$ cat config.mk
export PLATFORM = sky130hd
export DESIGN_NAME = rr_fifo_arbiter_flat
export DESIGN_NICKNAME = d
export VERILOG_FILES = /design/src/rtl/arbiter_pkg.sv /design/src/rtl/rr_fifo_arbiter_if.sv /design/src/rtl/sync_fifo.sv /design/src/rtl/rr_fifo_arbiter.sv /design/src/flat_wrapper.sv
export SDC_FILE = /design/constraint.sdc
export NUM_CORES = 1
export LEC_CHECK = 0
export CORE_ASPECT_RATIO = 1.1
export CORE_UTILIZATION = 29
export DETAILED_ROUTE_END_ITERATION = 10
export PLACE_DENSITY = 0.54
export SYNTH_ARGS = -nofsm -noshare
export SYNTH_HDL_FRONTEND = slang
export SYNTH_HIERARCHICAL = 1
export SYNTH_SLANG_ARGS = --single-unit
$ cat constraint.sdc
create_clock -name clk -period 17.1 [get_ports clk]
set_input_delay 4.275 -clock clk [delete_from_list [all_inputs] [get_ports clk]]
set_output_delay 4.275 -clock clk [all_outputs]
set_load 0.02 [all_outputs]
$ cat src/rtl/arbiter_pkg.sv
// Shared sizing for the input-buffered arbiter: port count, word width, FIFO depth, almost-full level.
// Also holds the port-index type and the modulo-NPORTS wrap helper.
package arbiter_pkg;

  localparam int NPORTS    = 8;
  localparam int WIDTH     = 8;
  localparam int LOG_DEPTH = 4;
  localparam int AF_LEVEL  = 12;
  localparam int PORT_W    = $clog2(NPORTS);

  typedef logic [PORT_W-1:0] port_idx_t;

  function automatic port_idx_t port_wrap(input int unsigned p);
    return port_idx_t'(p % NPORTS);
  endfunction

endpackage

$ cat src/rtl/rr_fifo_arbiter_if.sv
// Producer-side push/data/backpressure plus the stallable output stream of the arbiter.
// The master modport drives push/d/stall; the slave modport is the arbiter itself.
interface rr_fifo_arbiter_if;
  import arbiter_pkg::*;

  logic [0:NPORTS-1]       push;
  logic [NPORTS*WIDTH-1:0] d;
  logic [0:NPORTS-1]       full;
  logic [0:NPORTS-1]       almost_full;
  logic [WIDTH-1:0]        q;
  logic                    stall;
  logic                    valid;

  modport master (
    output push, d, stall,
    input  full, almost_full, q, valid
  );

  modport slave (
    input  push, d, stall,
    output full, almost_full, q, valid
  );

endinterface

$ cat src/rtl/sync_fifo.sv
// Single-clock FIFO; push into a full FIFO is dropped, pop of an empty FIFO is ignored.
// full/almost_full are registered from next-state occupancy; q shows the head word combinationally.
module sync_fifo #(
  parameter int WIDTH     = 8,
  parameter int LOG_DEPTH = 4,
  parameter int AF_LEVEL  = 12
) (
  input  logic             clk,
  input  logic             rst,
  input  logic             push,
  input  logic             pop,
  input  logic [WIDTH-1:0] d,
  output logic [WIDTH-1:0] q,
  output logic             empty,
  output logic             full,
  output logic             almost_full
);

  localparam int DEPTH = 1 << LOG_DEPTH;

  typedef logic [LOG_DEPTH-1:0] ptr_t;
  typedef logic [LOG_DEPTH:0]   cnt_t;

  logic [WIDTH-1:0] mem [DEPTH];
  ptr_t             wr_ptr;
  ptr_t             rd_ptr;
  cnt_t             count;
  cnt_t             count_nxt;
  logic             do_push;
  logic             do_pop;

  // Acceptance uses the registered full, so a pop in the same cycle cannot free room for a push.
  assign do_push   = push && !full;
  assign do_pop    = pop && !empty;
  assign empty     = (count == '0);
  assign count_nxt = count + cnt_t'(do_push) - cnt_t'(do_pop);
  assign q         = mem[rd_ptr];

  always_ff @(posedge clk) begin
    if (rst) begin
      wr_ptr      <= '0;
      rd_ptr      <= '0;
      count       <= '0;
      full        <= 1'b0;
      almost_full <= 1'b0;
    end else begin
      if (do_push) wr_ptr <= wr_ptr + ptr_t'(1);
      if (do_pop)  rd_ptr <= rd_ptr + ptr_t'(1);
      count       <= count_nxt;
      full        <= (count_nxt == cnt_t'(DEPTH));
      almost_full <= (count_nxt >= cnt_t'(AF_LEVEL));
    end
  end

  always_ff @(posedge clk) begin
    if (do_push) mem[wr_ptr] <= d;
  end

endmodule

$ cat src/rtl/rr_fifo_arbiter.sv
// Per-port FIFOs drained one word per cycle into a registered q/valid; push-to-valid is 2 cycles, stall freezes q/valid/pointer.
// Round-robin by default; define ARB_FIXED_PRIORITY_EN for fixed priority with port 0 highest.
module rr_fifo_arbiter
  import arbiter_pkg::*;
(
  input logic              clk,
  input logic              rst,
  rr_fifo_arbiter_if.slave bus
);

  logic [NPORTS-1:0] empty;
  logic [NPORTS-1:0] pop;
  logic [0:NPORTS-1] full_v;
  logic [0:NPORTS-1] af_v;
  logic [WIDTH-1:0]  fifo_q [NPORTS];
  logic              gnt_vld;
  port_idx_t         gnt_idx;
  logic [WIDTH-1:0]  q_r;
  logic              valid_r;

  for (genvar i = 0; i < NPORTS; i++) begin : g_port
    sync_fifo #(
      .WIDTH    (WIDTH),
      .LOG_DEPTH(LOG_DEPTH),
      .AF_LEVEL (AF_LEVEL)
    ) u_fifo (
      .clk        (clk),
      .rst        (rst),
      .push       (bus.push[i]),
      .pop        (pop[i]),
      .d          (bus.d[NPORTS*WIDTH-1-i*WIDTH -: WIDTH]),
      .q          (fifo_q[i]),
      .empty      (empty[i]),
      .full       (full_v[i]),
      .almost_full(af_v[i])
    );

    assign pop[i] = !bus.stall && gnt_vld && (gnt_idx == port_idx_t'(i));
  end

  assign bus.full        = full_v;
  assign bus.almost_full = af_v;

`ifdef ARB_FIXED_PRIORITY_EN
  // Scan downward so the lowest non-empty index is the last one written.
  always_comb begin
    gnt_vld = 1'b0;
    gnt_idx = '0;
    for (int k = NPORTS - 1; k >= 0; k--) begin
      if (!empty[k]) begin
        gnt_vld = 1'b1;
        gnt_idx = port_idx_t'(k);
      end
    end
  end
`else
  port_idx_t rr_ptr;
  port_idx_t scan_idx;

  always_comb begin
    gnt_vld  = 1'b0;
    gnt_idx  = '0;
    scan_idx = '0;
    for (int k = 0; k < NPORTS; k++) begin
      scan_idx = port_wrap(32'(rr_ptr) + k);
      if (!gnt_vld && !empty[scan_idx]) begin
        gnt_vld = 1'b1;
        gnt_idx = scan_idx;
      end
    end
  end

  always_ff @(posedge clk) begin
    if (rst) begin
      rr_ptr <= '0;
    end else if (!bus.stall && gnt_vld) begin
      rr_ptr <= port_wrap(32'(gnt_idx) + 1);
    end
  end
`endif

  // q keeps its last word when nothing is granted; only valid drops.
  always_ff @(posedge clk) begin
    if (rst) begin
      q_r     <= '0;
      valid_r <= 1'b0;
    end else if (!bus.stall) begin
      valid_r <= gnt_vld;
      if (gnt_vld) q_r <= fifo_q[gnt_idx];
    end
  end

  assign bus.q     = q_r;
  assign bus.valid = valid_r;

endmodule

$ cat src/flat_wrapper.sv
// flat-port wrapper written by rule: the top's interface ports become plain ports
module rr_fifo_arbiter_flat import arbiter_pkg::*;
  (clk, rst, bus_push, bus_d, bus_stall, bus_full, bus_almost_full, bus_q, bus_valid);
  rr_fifo_arbiter_if bus_i ();
  input logic clk;
  input logic rst;
  input wire logic [$bits(bus_i.push)-1:0] bus_push;
  input wire logic [$bits(bus_i.d)-1:0] bus_d;
  input wire logic [$bits(bus_i.stall)-1:0] bus_stall;
  output wire logic [$bits(bus_i.full)-1:0] bus_full;
  output wire logic [$bits(bus_i.almost_full)-1:0] bus_almost_full;
  output wire logic [$bits(bus_i.q)-1:0] bus_q;
  output wire logic [$bits(bus_i.valid)-1:0] bus_valid;
  assign bus_i.push = bus_push;
  assign bus_i.d = bus_d;
  assign bus_i.stall = bus_stall;
  assign bus_full = bus_i.full;
  assign bus_almost_full = bus_i.almost_full;
  assign bus_q = bus_i.q;
  assign bus_valid = bus_i.valid;
  rr_fifo_arbiter u_core (.clk(clk), .rst(rst), .bus(bus_i));
endmodule
* Yosys cells after proc, flatten, opt, wreduce, memory -nomap -nowiden
Memories as Yosys holds them, arrays and structs flattened. A register that Yosys moved wholly into a read port is not among the register bits. Cells that the tools add are included.
Operators by class: add/sub/neg operators 40, order comparisons 17, eq/ne operators 15, muxes and demuxes 67, bitwise gates (word level) 2, reduce and logical (&&, ||, !) cells 72
Operator list (count):
- adder 4 x 1 -> 4 bit, second input constant | 16
- two-way mux 4 bit | 16
- adder 5 x 1 -> 5 bit | 8
- equality test 5 bit, second input constant | 8
- >= comparator 5 x 4 -> 1 bit, second input constant | 8
- logical NOT 5 bit | 8
- subtractor 5 x 1 -> 5 bit | 8
- logical AND 1 bit | 32
- < comparator 3 x 4 -> 1 bit, second input constant | 8
- two-way mux 1 bit | 32
- logical NOT 1 bit | 30
- binary-select mux 1 bit (select 3 bit) | 8
- binary-select mux 8 bit (select 3 bit) | 1
- two-way mux 3 bit | 8
- two-way mux 8 bit | 2
- adder 3 bit, second input constant | 4
- equality test 3 bit, second input constant | 4
- adder 3 x 1 -> 3 bit, second input constant | 2
- adder 3 x 2 -> 3 bit, second input constant | 2
- equality test 3 x 2 -> 1 bit, second input constant | 2
- >= comparator 4 bit, second input constant | 1
- NOT 3 -> 4 bit | 1
- equality test 3 x 1 -> 1 bit, second input constant | 1
- logical NOT 3 bit | 1
- 2 further kinds | 2
Word-level totals: register bits 132, memory bits (writable) 1024, bits of input ports 75, output and inout port bits 25, word-level logic and storage cells 264, memories 8
Memory list:
- u_core.g_port[0].u_fifo.mem | words 16, bits a word 8, rd ports 1, clocked after Yosys merged registers in 1, wr ports 1, RTL line sync_fifo.sv:24 | logic [WIDTH-1:0] mem [DEPTH];
- u_core.g_port[1].u_fifo.mem | words 16, bits a word 8, rd ports 1, clocked after Yosys merged registers in 1, wr ports 1, RTL line sync_fifo.sv:24
- u_core.g_port[2].u_fifo.mem | words 16, bits a word 8, rd ports 1, clocked after Yosys merged registers in 1, wr ports 1, RTL line sync_fifo.sv:24
- u_core.g_port[3].u_fifo.mem | words 16, bits a word 8, rd ports 1, clocked after Yosys merged registers in 1, wr ports 1, RTL line sync_fifo.sv:24
- u_core.g_port[4].u_fifo.mem | words 16, bits a word 8, rd ports 1, clocked after Yosys merged registers in 1, wr ports 1, RTL line sync_fifo.sv:24
- u_core.g_port[5].u_fifo.mem | words 16, bits a word 8, rd ports 1, clocked after Yosys merged registers in 1, wr ports 1, RTL line sync_fifo.sv:24
- 2 more memories

* Longest topological paths before layout
Gate-level depths: netlist of the first run.
word-level depth 29, mapped depth 26, mapped depth without buffers 23

* Hierarchy
The synthesis of the first run kept the hierarchy.
Modules (own cells, without submodules):
- sync_fifo at u_core.g_port[0].u_fifo ... | times used 7, cells each 308, area an instance 5845.6 µm², seq. area each 4224.1 µm²
- sync_fifo at u_core.g_port[7].u_fifo | times used 1, cells each 313, area an instance 5871.9 µm², seq. area each 4224.1 µm²
- rr_fifo_arbiter | times used 1, cells each 242, area an instance 2217.1 µm², seq. area each 240.2 µm²

* Worst setup path before layout of the first run
No wires, ideal clock.
path type in2reg, start point input port bus_stall, end point register u_core.g_port[2].u_fifo.almost_full, library setup time 0.123 ns, data arrival time 6.699 ns, data required time 16.977 ns, setup slack 10.278 ns, cell stages on the path 13, cell sequence a31o_2 nor4_2 nor2b_1 nand2_1 inv_1 ha_1 inv_1 ha_1 fa_1 a21oi_1 o21bai_1 xnor2_1 o2bb2ai_1
On the way: longest elaborated chain between the ends 6
Ends and longest elaborated chain:
- start: declaration | RTL line flat_wrapper.sv:9 | input wire logic [$bits(bus_i.stall)-1:0] bus_stall;
- logical NOT 1 bit | RTL line rr_fifo_arbiter.sv:38 | assign pop[i] = !bus.stall && gnt_vld && (gnt_idx == port_idx_t'(i));
- logical AND 1 bit (2 in a row) | RTL line rr_fifo_arbiter.sv:38
- net u_core.pop[2] | RTL line rr_fifo_arbiter.sv:12 | logic [NPORTS-1:0] pop;
- logical AND 1 bit | RTL line sync_fifo.sv:34 | assign do_pop = pop && !empty;
- subtractor 5 x 1 -> 5 bit | RTL line sync_fifo.sv:36 | assign count_nxt = count + cnt_t'(do_push) - cnt_t'(do_pop);
- >= comparator 5 x 4 -> 1 bit | RTL line sync_fifo.sv:51 | almost_full <= (count_nxt >= cnt_t'(AF_LEVEL));
- end signal: assignment | RTL line sync_fifo.sv:51
- end: declaration | RTL line sync_fifo.sv:16 | output logic almost_full
The timed path passes the listed nets, and every way through them passes these cells. A chain may end at the register's enable or synchronous reset.

* Worst setup path after layout of the first run
Same ends and word-level chain as after synthesis.

==> results of run 1 <==
cell usage in the layout (no fill, tap or decap), types with 9 or more instances in the layout:
master / n
xor2_1: 50
dfxtp_2: 9
a22oi_1: 138
nand3_1: 26
clkinv_1: 22
nand2_1: 161
nor2b_1: 45
and3_1: 25
nor2_1: 116
a211oi_1: 13
mux4_2: 151
mux2i_1: 50
clkinv_2: 18
mux4_1: 118
xnor2_1: 26
nor3_1: 10
a21oi_1: 42
dfxtp_1: 155
clkbuf_1: 29
a21o_1: 9
nor4_1: 9
or4b_1: 9
clkbuf_16: 122
and2_1: 145
buf_4: 20
inv_1: 89
clkdlybuf4s50_1: 98
ha_1: 92
edfxtp_1: 1024
cell families (layout without fill, tap and decap cells):
group	Yosys count	in the layout	share of synthesized area
AOI/OAI and AO/OA	244	244	0.0366
xor gates and xnor gates	77	77	0.0139
DFF	1188	1188	0.694
muxes	324	324	0.144
buffers and inverters	202	434	0.0240
other	0	4	0
adders and majority gates	100	100	0.0268
and+or+nand+nor	576	576	0.0603
where the power goes:
group | switching, mW | internal [mW]
Sequential | 0.0889 | 3.30
Combinational | 1.02 | 0.739
Clock | 1.11 | 1.47
routing by layer:
| metal | global-route usage | routed length (um) | part of all wire |
|---|---|---|---|
| met3 | 0.0199 | 4020 | 0.038 |
| met4 | 0.0390 | 2190 | 0.021 |
| met5 | 0 | 18 | 0.00017 |
| met2 | 0.200 | 50600 | 0.48 |
| met1 | 0.163 | 48000 | 0.46 |
final timing paths:
kind / start / to / slack [ns] / cells past startpoint
min: u_core/g_port[6].u_fifo/rd_ptr[1] / flop / 0.50 / 2
max: bus_stall / u_core/g_port[2].u_fifo/almost_full / 10.09 / 14
min reg2reg: u_core/g_port[6].u_fifo/rd_ptr[1] / flop / 0.50 / 2
max reg2reg: u_core/rr_ptr[0] / u_core/g_port[1].u_fifo/full / 10.80 / 20
layout make-up:
cell class                      instances  share of cell area
Tap cell                             2226              0.0497
Clock inverter                         68              0.0119
Antenna cell                            4            0.000179
Multi-Input combinational cell       1321               0.246
Inverter                               89             0.00596
Timing Repair Buffer                  119              0.0204
Clock buffer                          158              0.0581
Sequential cell                      1188               0.608
flip-flops by register name (all words and copies together), names as in the netlist, named ones only:
| signal | flops |
|---|---|
| u_core/g_port.u_fifo/count | 40 |
| u_core/g_port.u_fifo/full | 8 |
| u_core/bus.valid | 1 |
| u_core/bus.q | 8 |
| u_core/g_port.u_fifo/mem | 1024 |
| u_core/g_port.u_fifo/wr_ptr | 32 |
| u_core/g_port.u_fifo/rd_ptr | 32 |
| u_core/rr_ptr | 3 |
| u_core/g_port.u_fifo/almost_full | 8 |
critical path: cells and delay by family:
family          cells  cell delay [ns]
xor+xnor            1             0.26
fa+ha+maj           3             0.71
compound gates      4             0.64
simple gates        3             1.15
buf+inv             3             0.56
==> out/metrics.csv, run 1 <==
metric,value,unit
slew_headroom,0.424,
clock.fmax,0.143,GHz
routed_via_density,4.61,
holdBufCountCts,0,
clock_latency,0.75,ns
tightest_slew,0.857,ns
grt_max_degree,73,
hold_class,reg -> reg,
powerDensity,138,mW/mm^2
outcome,finished clean,
row_count,157,
dp_slack,9.29,ns
first_global_vias,24472,
die_h,433,um
yosys.cell_types.count,65,
vias,23849,
cts_htree_levels,3,
wl,105000,um
cts.sinks,1188,
drtIter0Drc,1554,
seq_area,0.0340,mm^2
fp.dieW,394,um
cts_inserted_buffers,119,
synth_area_leaders,"edfxtp_1 63%, mux4_2 6.9%, dfxtp_1 6.7%, mux4_1 6.3%, ha_1 2.3%",
drtPass1Iterations,5,
drv_cap,0,
clock_path_buffers,3,
fin_skew,0.0277,ns
final_util,0.335,
avgSynthCellArea,18.1,um^2
fin_hold_ws,0.501,ns
drive_above_1_share,0.127,
multi_input_area,0.0138,mm^2
cts.repair.resized,0,
ios,100,
antenna_found_initial,5,
syn_area,0.0490,mm^2
hpwl,68400,um
cp_max_fo,9,
p_leak,18.2,nW
design.die.area,0.171,mm^2
syn_to_final_growth,14.3,%
nets,3013,
portBuffers,99,
crit_arrival,7.61,ns
stdcell_count,5173,
tritoncts,built,
yosysTopAreaCell,edfxtp_1,
core,0.167,mm^2
crit_chain,clkdlybuf4s50_1 -> a31o_2 -> nor4_2 -> nor2b_1 -> nand2_1 -> inv_1 -> ha_1 -> inv_1 -> ha_1 -> fa_1 -> a21oi_1 -> o21bai_1 -> xnor2_1 -> o2bb2ai_1,
layout_setup_ws,10.09,ns
final-hold-violation-count,0,
synthFlopType,edfxtp_1,
drc,0,
worstPathRequired,17.71,ns
endpoint_kind,flop,
synth_top_cell_area_share,0.627,
clkTransAtPathRegs,0.06,ns
period_needed,7.01,ns
cp_slowest_cell,nor4_2,
rsz0062_at_grt,false,
overflow,0,
path_class,in -> reg,
grtUsageTotal,0.122,
finalSetupViolations,0,
peakVddDrop,0.000134,V
wl_per_cell,20.3,um
grt_first_pass_wirelength,157000,um
final_area,0.0560,mm^2
report.final.slew_viol_count,0,
clockRootBuffer,clkbuf_16,
synthArstFlopShare,0,
synthCells,2711,
initial_utilization,0.293,
place_area,0.0521,mm^2
dp.cells,4943,
finalCritPeriodShare,0.410,
synth_nets,2886,
place.gp.congestion,0.759,
post_cts_buffers,0,
yosysWarnings,6,
total_power,7.73,mW
yosysMostFrequentCell,edfxtp_1,
synth_common_cells,"1024 x edfxtp_1, 164 x dfxtp_1, 161 x nand2_1",
ant_nets,0,
ys_seq_elements,1188,
finalSetupTns,0,ns
nFillCells,15841,
startpoint_type,primary input,
cpPeakStageDelay,0.66,ns
synth-seq-area-share,0.694,
synth_edf_count,1024,
Note: power is estimated with default switching activity, not from simulation.
==> run 2, diff against run 1 <==
- clock period: 17.1 -> 7.3 ns (I/O delays scaled with it)
==> run 2 against run 1 <==
- non-clock buffer count grew 1
- design area about the same
- first-iteration DRC count is 14% lower
- utilization about the same
- combinational power increased by 140%
- global-route usage up 0.15 points
- worst setup slack worse by 8.8 ns
- final cell count fell by 0.17%
- sequential power is 130% higher
- wire length increased by 0.90%
- critical path type is now reg -> reg
- largest cell class unchanged
- largest power group unchanged
==> out/metrics.csv, run 2 (synthesized netlist as in run 1, its figures left out) <==
metric,value,unit,change
routed.top_layer,met5,,unchanged
r2r_cells,22,,was 20
die_h,433,um,unchanged
outcome,finished clean,,unchanged
grtUsageTotal,0.123,,was 0.122
holdBufCountCts,0,,unchanged
worstReg2RegStart,u_core/g_port[4].u_fifo/count[2],,was u_core/rr_ptr[0]
startpoint_type,flop,,was primary input
post_cts_buffers,0,,unchanged
vias,23832,,was 23849
drc,0,,unchanged
place.gp.congestion,0.781,,was 0.759
place_area,0.0521,mm^2,about the same
nFillCells,15809,,was 15841
grt_max_degree,78,,was 73
first_global_vias,24677,,was 24472
wl,106000,um,was 105000 um
cts.repair.resized,0,,unchanged
ff2ff_setup_slack,1.27,ns,was 10.80 ns
wl_met1,47400,um,was 48000 um
overflow,0,,unchanged
layout_commonest_cell,edfxtp_1,,unchanged
ios,100,,unchanged
period_needed,6.03,ns,
core,0.167,mm^2,unchanged
rsz0062_at_grt,false,,unchanged
syn_to_final_growth,14.4,%,was 14.3%
largest_reg_flops,1024,,unchanged
antenna_cells,0,,was 4
dr_wl_met2,52000,um,was 50600 um
dp_slack,1.27,ns,was 9.29 ns
cp_max_fo,9,,unchanged
final_cell_mix,"1024 x edfxtp_1, 161 x nand2_1, 155 x dfxtp_1",,unchanged
finalSetupViolations,0,,unchanged
cts_inserted_buffers,121,,was 119
hp-start,u_core/g_port[7].u_fifo/rd_ptr[1],,was u_core/g_port[6].u_fifo/rd_ptr[1]
wl_per_cell,20.5,um,was 20.3 um
cts_htree_levels,3,,unchanged
path_class,reg -> reg,,was in -> reg
hpwl,69300,um,was 68400 um
cts.sinks,1188,,unchanged
clockRootBuffer,clkbuf_16,,unchanged
layout_setup_ws,1.27,ns,was 10.09 ns
worstPathRequired,7.94,ns,was 17.71 ns
wl_met3,4290,um,was 4020 um
dp.cells,4944,,was 4943
crit-reg2reg-capture,u_core/g_port[6].u_fifo/full,,was u_core/g_port[1].u_fifo/full
clock.fmax,0.166,GHz,
grt_first_pass_wirelength,158000,um,was 157000 um
portBuffers,99,,unchanged
final_area,0.0561,mm^2,was 0.0560 mm^2
design.die.area,0.171,mm^2,unchanged
report.final.slew_viol_count,0,,unchanged
drtIter0Drc,1341,,was 1554
drive_above_1_share,0.128,,was 0.127
crit_arrival,6.67,ns,was 7.61 ns
fp.dieW,394,um,unchanged
drtPass1Iterations,5,,unchanged
finalCritPeriodShare,0.826,,
endpoint_kind,flop,,unchanged
largest-register,u_core/g_port.u_fifo/mem,,unchanged
clock_latency,0.75,ns,about the same
final_util,0.335,,about the same
ant_nets,0,,unchanged
tritoncts,built,,unchanged
p_leak,18.2,nW,about the same
row_count,157,,unchanged
slew_headroom,0.416,,was 0.424
multi_input_area,0.0138,mm^2,unchanged
seq_area,0.0340,mm^2,unchanged
clkTransAtPathRegs,0.07,ns,was 0.06 ns
reg.largest.list,"u_core/g_port.u_fifo/mem: 1024 flops, u_core/g_port.u_fifo/count: 40 flops",,unchanged
finalSetupTns,0,ns,unchanged
drv_cap,0,,unchanged
initial_utilization,0.293,,unchanged
tightest_slew,0.876,ns,was 0.857 ns
fin_skew,0.0242,ns,was 0.0277 ns
powerDensity,326,mW/mm^2,was 138 mW/mm^2
hold_class,reg -> reg,,unchanged
final-hold-violation-count,0,,unchanged
peakVddDrop,0.000224,V,was 0.000134 V
routed_via_density,4.62,,was 4.61
hold_depth,2,,unchanged
clock_path_buffers,3,,unchanged
antenna_found_initial,5,,unchanged
nets,3016,,was 3013
stdcell_count,5164,,was 5173
run 2: final cells by class:
| cell class | count | area share |
|---|---|---|
| Multi-Input combinational cell | 1321 | 0.246 |
| Clock buffer | 147 | 0.0565 |
| Inverter | 89 | 0.00596 |
| Sequential cell | 1188 | 0.607 |
| Tap cell | 2226 | 0.0497 |
| Timing Repair Buffer | 120 | 0.0205 |
| Clock inverter | 73 | 0.0139 |
run 2: metrics by stage:
stage	hold WS [ns]	total power [mW]
after floorplan	0.455	11.0
after global placement	0.489	12.3
after detailed placement	0.492	12.3
after CTS	0.490	18.5
after global routing	0.524	19.1
final	0.496	18.3
run 2: worst max-delay path by stage:
| stage | from | to | slack (ns) | cells past startpoint |
|---|---|---|---|---|
| finish | u_core/g_port[4].u_fifo/count[2] | u_core/g_port[6].u_fifo/full | 1.27 | 22 |
| detailed placement | u_core/g_port[4].u_fifo/count[3] | u_core/g_port[6].u_fifo/full | 1.27 | 22 |
| global placement | u_core/g_port[5].u_fifo/count[3] | u_core/g_port[6].u_fifo/almost_full | 1.46 | 22 |
| floorplan | u_core/rr_ptr[1] | u_core/g_port[7].u_fifo/full | 1.80 | 25 |
| global route | u_core/g_port[3].u_fifo/count[2] | u_core/g_port[6].u_fifo/full | 0.79 | 22 |
| CTS | u_core/g_port[4].u_fifo/count[2] | u_core/g_port[6].u_fifo/full | 1.23 | 22 |
run 2: worst max-delay path, cell delays in order, from the launching register on:
cell and delay [ns]:
dfxtp_1 0.31, inv_1 0.08, ha_1 0.14, or4b_1 0.52, inv_1 0.34, mux4_1 0.39
mux2i_1 0.20, or3_1 0.44, nand4b_1 0.20, a32oi_2 0.37, inv_1 0.20, nor4_4 0.68
nor2b_1 0.33, nand2_1 0.15, inv_1 0.08, ha_1 0.11, inv_1 0.04, ha_1 0.20
fa_1 0.44, a21oi_1 0.15, o21bai_1 0.09, xnor2_1 0.17, nor4_1 0.29
run 2: power by group:
part | leakage [nW] | internal, mW | switching (mW) | total (mW)
clock network | 1.89 | 3.57 | 2.60 | 6.17
logic | 5.75 | 1.74 | 2.43 | 4.16
registers | 10.6 | 7.73 | 0.199 | 7.93
total | 18.2 | 13.0 | 5.23 | 18.3
run 2: metal layers:
metal,vias to the layer above,GRT usage
li1,11009,-
met3,125,0.0216
met2,398,0.208
met4,4,0.0346
met5,-,0
met1,12296,0.162
==> run 3, diff against run 2 <==
- clock period: 7.3 -> 5.7 ns (I/O delays scaled with it)
==> run 3 against run 2 <==
- sequential power rose by 29%
- design area is 0.31% higher
- non-clock buffer count rose by 21
- highest routed layer unchanged
==> out/metrics.csv, run 3 (synthesized netlist as in run 1, its figures left out) <==
metric,value,unit,change
finalSetupViolations,0,,unchanged
grt_first_pass_wirelength,159000,um,was 158000 um
cpPeakStageDelay,0.54,ns,was 0.68 ns
ant_nets,0,,unchanged
routed_via_density,4.62,,about the same
nFillCells,15781,,was 15809
largest_reg_flops,1024,,unchanged
post_cts_buffers,0,,unchanged
outcome,finished clean,,unchanged
finalSetupTns,0,ns,unchanged
dp_slack,0.135,ns,was 1.27 ns
period_needed,5.36,ns,was 6.03 ns
rsz0062_at_grt,false,,unchanged
swShare,0.285,,was 0.286
ios,100,,unchanged
grtUsageTotal,0.123,,about the same
crit_path_start,u_core/g_port[4].u_fifo/count[3],,was u_core/g_port[4].u_fifo/count[2]
holdBufCountCts,0,,unchanged
syn_to_final_growth,14.7,%,was 14.4%
place.gp.congestion,0.779,,was 0.781
powerDensity,418,mW/mm^2,was 326 mW/mm^2
cp_slowest_cell,or4b_1,,was nor4_4
internal_power,16.8,mW,was 13.0 mW
die_h,433,um,unchanged
crit_arrival,6.00,ns,was 6.67 ns
cp_max_fo,9,,unchanged
wl_per_cell,20.4,um,was 20.5 um
drtPass1Iterations,5,,unchanged
clkPwrFrac,0.330,,was 0.338
final_cell_mix,"1024 x edfxtp_1, 161 x nand2_1, 155 x dfxtp_1",,unchanged
p_switching,6.71,mW,was 5.23 mW
largest-register,u_core/g_port.u_fifo/mem,,unchanged
design.die.area,0.171,mm^2,unchanged
wl,106000,um,about the same
p_leak,18.3,nW,was 18.2 nW
drtIter0Drc,1436,,was 1341
grt_max_degree,96,,was 78
hold_class,reg -> reg,,unchanged
antenna_found_initial,6,,was 5
cts_htree_levels,3,,unchanged
worstPathRequired,6.34,ns,was 7.94 ns
hpwl,70600,um,was 69300 um
row_count,157,,unchanged
cts.sinks,1188,,unchanged
startpoint_type,flop,,unchanged
cts.repair.resized,0,,unchanged
clock_latency,0.74,ns,was 0.75 ns
portBuffers,99,,unchanged
nets,3035,,was 3016
worstReg2RegStart,u_core/g_port[4].u_fifo/count[3],,was u_core/g_port[4].u_fifo/count[2]
fp.dieW,394,um,unchanged
p_seq_frac,0.435,,was 0.434
vias,23970,,was 23832
cts_inserted_buffers,119,,was 121
endpoint_kind,flop,,unchanged
tritoncts,built,,unchanged
clockRootBuffer,clkbuf_16,,unchanged
clock.fmax,0.187,GHz,was 0.166 GHz
layout_commonest_cell,edfxtp_1,,unchanged
core,0.167,mm^2,unchanged
crit_chain,inv_1 -> ha_1 -> or4b_4 -> inv_2 -> mux2i_1 -> mux4_2 -> o32ai_4 -> and2_1 -> or4b_4 -> and3_1 -> ha_1 -> and2_1 -> nand2_1 -> inv_1 -> ha_1 -> inv_1 -> ha_1 -> inv_1 -> fa_1 -> nand2b_1 -> a21oi_1 -> or4b_1 -> a211oi_2,,was inv_1 -> ha_1 -> or4b_1 -> inv_1 -> mux4_1 -> mux2i_1 -> or3_1 -> nand4b_1 -> a32oi_2 -> inv_1 -> nor4_4 -> nor2b_1 -> nand2_1 -> inv_1 -> ha_1 -> inv_1 -> ha_1 -> fa_1 -> a21oi_1 -> o21bai_1 -> xnor2_1 -> nor4_1
reg.largest.list,"u_core/g_port.u_fifo/mem: 1024 flops, u_core/g_port.u_fifo/count: 40 flops",,unchanged
finalCritPeriodShare,0.940,,was 0.826
overflow,0,,unchanged
pwr-share-comb,0.235,,was 0.228
clock_path_buffers,3,,unchanged
fin_skew,0.0259,ns,was 0.0242 ns
path_class,reg -> reg,,unchanged
drc,0,,unchanged
clkTransAtPathRegs,0.06,ns,was 0.07 ns
drv_cap,0,,unchanged
final-hold-violation-count,0,,unchanged
peakVddDrop,0.000274,V,was 0.000224 V
hp-start,u_core/g_port[4].u_fifo/rd_ptr[1],,was u_core/g_port[7].u_fifo/rd_ptr[1]
first_global_vias,24788,,was 24677
initial_utilization,0.293,,unchanged
slew_headroom,0.421,,was 0.416
drive_above_1_share,0.139,,was 0.128
tightest_slew,0.869,ns,was 0.876 ns
layout_setup_ws,0.344,ns,was 1.27 ns
report.final.slew_viol_count,0,,unchanged
run 3: changes by cell type in the layout (fill, tap and decap cells not counted), sizes merged:
cell | previous run | this run
clkinvlp | 12 | 4
inv | 93 | 94
clkbuf | 147 | 159
buf | 22 | 43
bufinv | 14 | 11
diode | 0 | 2
run 3: per-stage QoR:
| stage | hold slack, ns | area [um^2] | power [mW] | cells | util |
|---|---|---|---|---|---|
| after global placement | 0.483 | 52300 | 15.9 | 4965 | 0.313 |
| after global routing | 0.524 | 56200 | 24.7 | 5188 | 0.336 |
| final | 0.504 | 56200 | 23.5 | 5189 | 0.336 |
| after CTS | 0.506 | 56200 | 23.8 | 5187 | 0.336 |
| after floorplan | 0.455 | 49000 | 14.1 | 2711 | - |
| after detailed placement | 0.491 | 52300 | 16.0 | 4965 | 0.313 |
run 3: power groups by stage:
stage	combinational [mW]	clock (mW)	sequential, mW
floorplan	3.82	0	10.3
global placement	5.51	0	10.4
detailed placement	5.53	0	10.4
CTS	5.56	8.01	10.2
global route	6.06	8.34	10.3
finish	5.53	7.75	10.2
run 3: worst max-delay path: cells and delay by family, from the launching register on:
family,cells,cell delay (ns)
buf+inv,5,0.40
flops,1,0.32
simple gates,8,2.34
compound gates,3,0.59
fa+ha+maj,5,0.95
mux,2,0.64
run 3: final cells by class:
class                      count  area (um^2)  area share
sequential                  1188        34000       0.605
clock buffer                 159         3250      0.0578
inverter                      89          337     0.00599
clock inverter                63          646      0.0115
multi-input combinational   1321        13800       0.246
antenna                        2         5.00   0.0000890
tap                         2226         2790      0.0495
timing repair buffer         141         1320      0.0235
run 3: path summary, 6_finish.rpt:
check / to / slack (ns) / cells after the start
worst max-delay path: u_core/g_port[7].u_fifo/full / 0.34 / 23
worst min-delay path: flop / 0.50 / 2
worst max register to register: u_core/g_port[7].u_fifo/full / 0.34 / 23
worst min register to register: flop / 0.50 / 2
run 3: layer usage:
metal / global-route usage / routed length, um / vias to the layer above
met5: 0 / 31 / -
met3: 0.0232 / 4330 / 144
met1: 0.165 / 47900 / 12389
li1: - / - / 11053
met2: 0.202 / 51000 / 378
met4: 0.0401 / 2530 / 6
==> patch (settings of run 2) <==
`NPORTS`: 8 -> 4.
--- a/src/rtl/arbiter_pkg.sv
+++ b/src/rtl/arbiter_pkg.sv
@@ -4,3 +4,3 @@
 
-  localparam int NPORTS    = 8;
+  localparam int NPORTS    = 4;
   localparam int WIDTH     = 8;
Ports: changed (resized bus_almost_full, bus_d, bus_full and bus_push); port bits go from 100 to 56. The function was not compared with the original's and may differ.
==> patch against run 2 <==
Power down 51%. Sequential power down 49%. Routed wire length down 53%. Count of clock-buffer cells in the layout down 70. Cell area down 51%. Worst hold slack worse by 0.031 ns. Synthesized area down 51%. Setup slack better by 1.4 ns. Sequential cell count down 589. Via count down 51%. Largest cell class unchanged. Largest power group unchanged.
==> patch: results (changes against run 2) <==
Status: finished, final reports clean
Hold Path Sink: u_core/bus.valid$_SDFFE_PP0N_
M2 GR Usage: 20.0% (-0.78 points)
Top cells by count, synth: 512 x edfxtp_1, 87 x dfxtp_1, 74 x nand2_1
WL final: 49600 um (-53%)
Leakage: 9.03 nW (-50%)
Crit. Startpoint: u_core/g_port[0].u_fifo/count[3]$_SDFF_PP0_
Max_slew headroom: 33.1% (-8.5 points)
Worst skew pair latency: 0.60 ns (-0.15 ns)
Crit path to: u_core/g_port[2].u_fifo/almost_full$_SDFF_PP0_
Met3 Use GR: 2.30% (+0.14 points)
Async S/R FF share, synth: 0% (unchanged)
Maximum vdd ir drop: 0.170 mV (-24%)
Dpl hpwl: 31800 um (-54%)
Yosys cell types: 45 (-31%)
Synthesized net count: 1396 (-52%)
Num CTS Buffers: 61 (-50%)
Largest regs: u_core/g_port.u_fifo/mem (512), u_core/g_port.u_fifo/count (20)
Register area share after synthesis: 71.0% (+1.6 points)
Comb power: 0.00184 W (-56%)
Diode count: 0 (unchanged)
Layout cell share with drive strength beyond 1: 12.5% (-0.31 points)
NumNets Final: 1472 (-51%)
Switching power total: 0.00237 W (-55%)
GP Congestion: 0.729 (-6.7%)
Clk root buf: clkbuf_16
Setup bufs post-CTS: 0 (unchanged)
Number of synthesized flops with an enable pin: 512 (-50%)
Largest net degree at the start of global routing: 67 (-14%)
Layout filler cell count: 7803 (-51%)
Port-buffer cells: 55 (-44%)
GR Util met1: 14.9% (-1.3 points)
Drt drc: 0 (unchanged)
WP data arrival: 5.10 ns (-1.57 ns)
Crit Path Max Fanout: 5 (-4)
Warnings from Yosys: 6 (unchanged)
1st-pass router iterations: 5 (unchanged)
Largest cells by area after synthesis: edfxtp_1 64%, dfxtp_1 7.2%, mux4_2 6.7%, mux4_1 6.1%, ha_1 2.3%
Clk buf depth: 3 (unchanged)
Clock slew at reported path FFs: 0.06 ns
# resized after CTS: 0 (unchanged)
Vias in the first global route: 12.1k (-51%)
Global-route wire length before repair: 74400 um (-53%)
Worst-case reg-to-reg path depth: 17 (-23%)
Hold Crit Class: flip-flop to flip-flop
# hold bufs at CTS: 0 (unchanged)
Hold depth: 2 (unchanged)
R2R Setup Slk: 2.64 ns (+1.37 ns)
Antenna violations before repair: 2 (-3)
Clock Skews: 0.0138 ns (-0.0104 ns)
Clock Power: 0.00312 W (-49%)
Starting DRT DRC Count: 742 (-45%)
Fin Hold WS: 0.465 ns (-0.0310 ns)
Vias per cell: 4.66 (+0.99%)
Hold Startpoint: u_core/bus.valid$_SDFFE_PP0N_
GRT Util Overall: 11.6% (-0.68 points)
H-tree depth: 2 (-1)
patch: cell count changes in the layout (fill, tap and decap cells not counted), moves of 59 or more:
cell	change
nand2_1	-87
nor2_1	-63
and2_1	-76
a22oi_1	-74
clkbuf_16	-59
edfxtp_1	-512
mux4_2	-79
mux4_1	-62
dfxtp_1	-74
patch: area by class of cell:
type,instances,share of cell area (%)
Clock inverter,34,1.31
Inverter,41,0.556
Tap cell,1064,4.81
Sequential cell,599,61.8
Multi-Input combinational cell,618,23.3
Clock buffer,77,6.00
Timing Repair Buffer,64,2.21
patch: kinds of logic after synthesis:
kind of cell             synth area share [%]
XOR/XNOR                                 1.34
AO/OA/AOI/OAI                            3.55
AND/OR/NAND/NOR                          5.78
multiplexers                             13.5
adder cells (fa/ha/maj)                  2.62
buffers and inverters                    2.25
flip-flops                               71.0
patch: per-stage QoR:
step                      instance area [um^2]  power [W]  cells  worst slack (ns)
final                                    27700    0.00898   2497              2.64
after global routing                     27700    0.00938   2497              2.33
after CTS                                27700    0.00909   2497              2.67
after detailed placement                 25700    0.00595   2386              2.40
after global placement                   25700    0.00591   2386              2.47
after floorplan                          24100    0.00543   1309              3.07
patch: layer usage:
metal  wire (um)  vias to the layer above  share of wire, %
li1            -                     5355                 -
met1       21500                     5996                43
met2       25000                      213                50
met3        2140                       70               4.3
met4         914                        4               1.8
met5          37                        -             0.075
patch: critical path, stage by stage, from the launching register on:
cell       delay (ns)
dfxtp_1          0.32
inv_1            0.08
ha_1             0.13
or4b_1           0.53
inv_1            0.27
mux2i_1          0.15
a222oi_1         0.91
nor2_1           0.25
nand2_1          0.19
inv_1            0.06
ha_1             0.27
inv_1            0.04
ha_1             0.21
fa_1             0.47
a21oi_1          0.16
o21bai_1         0.09
xnor2_1          0.25
o2bb2ai_1        0.12
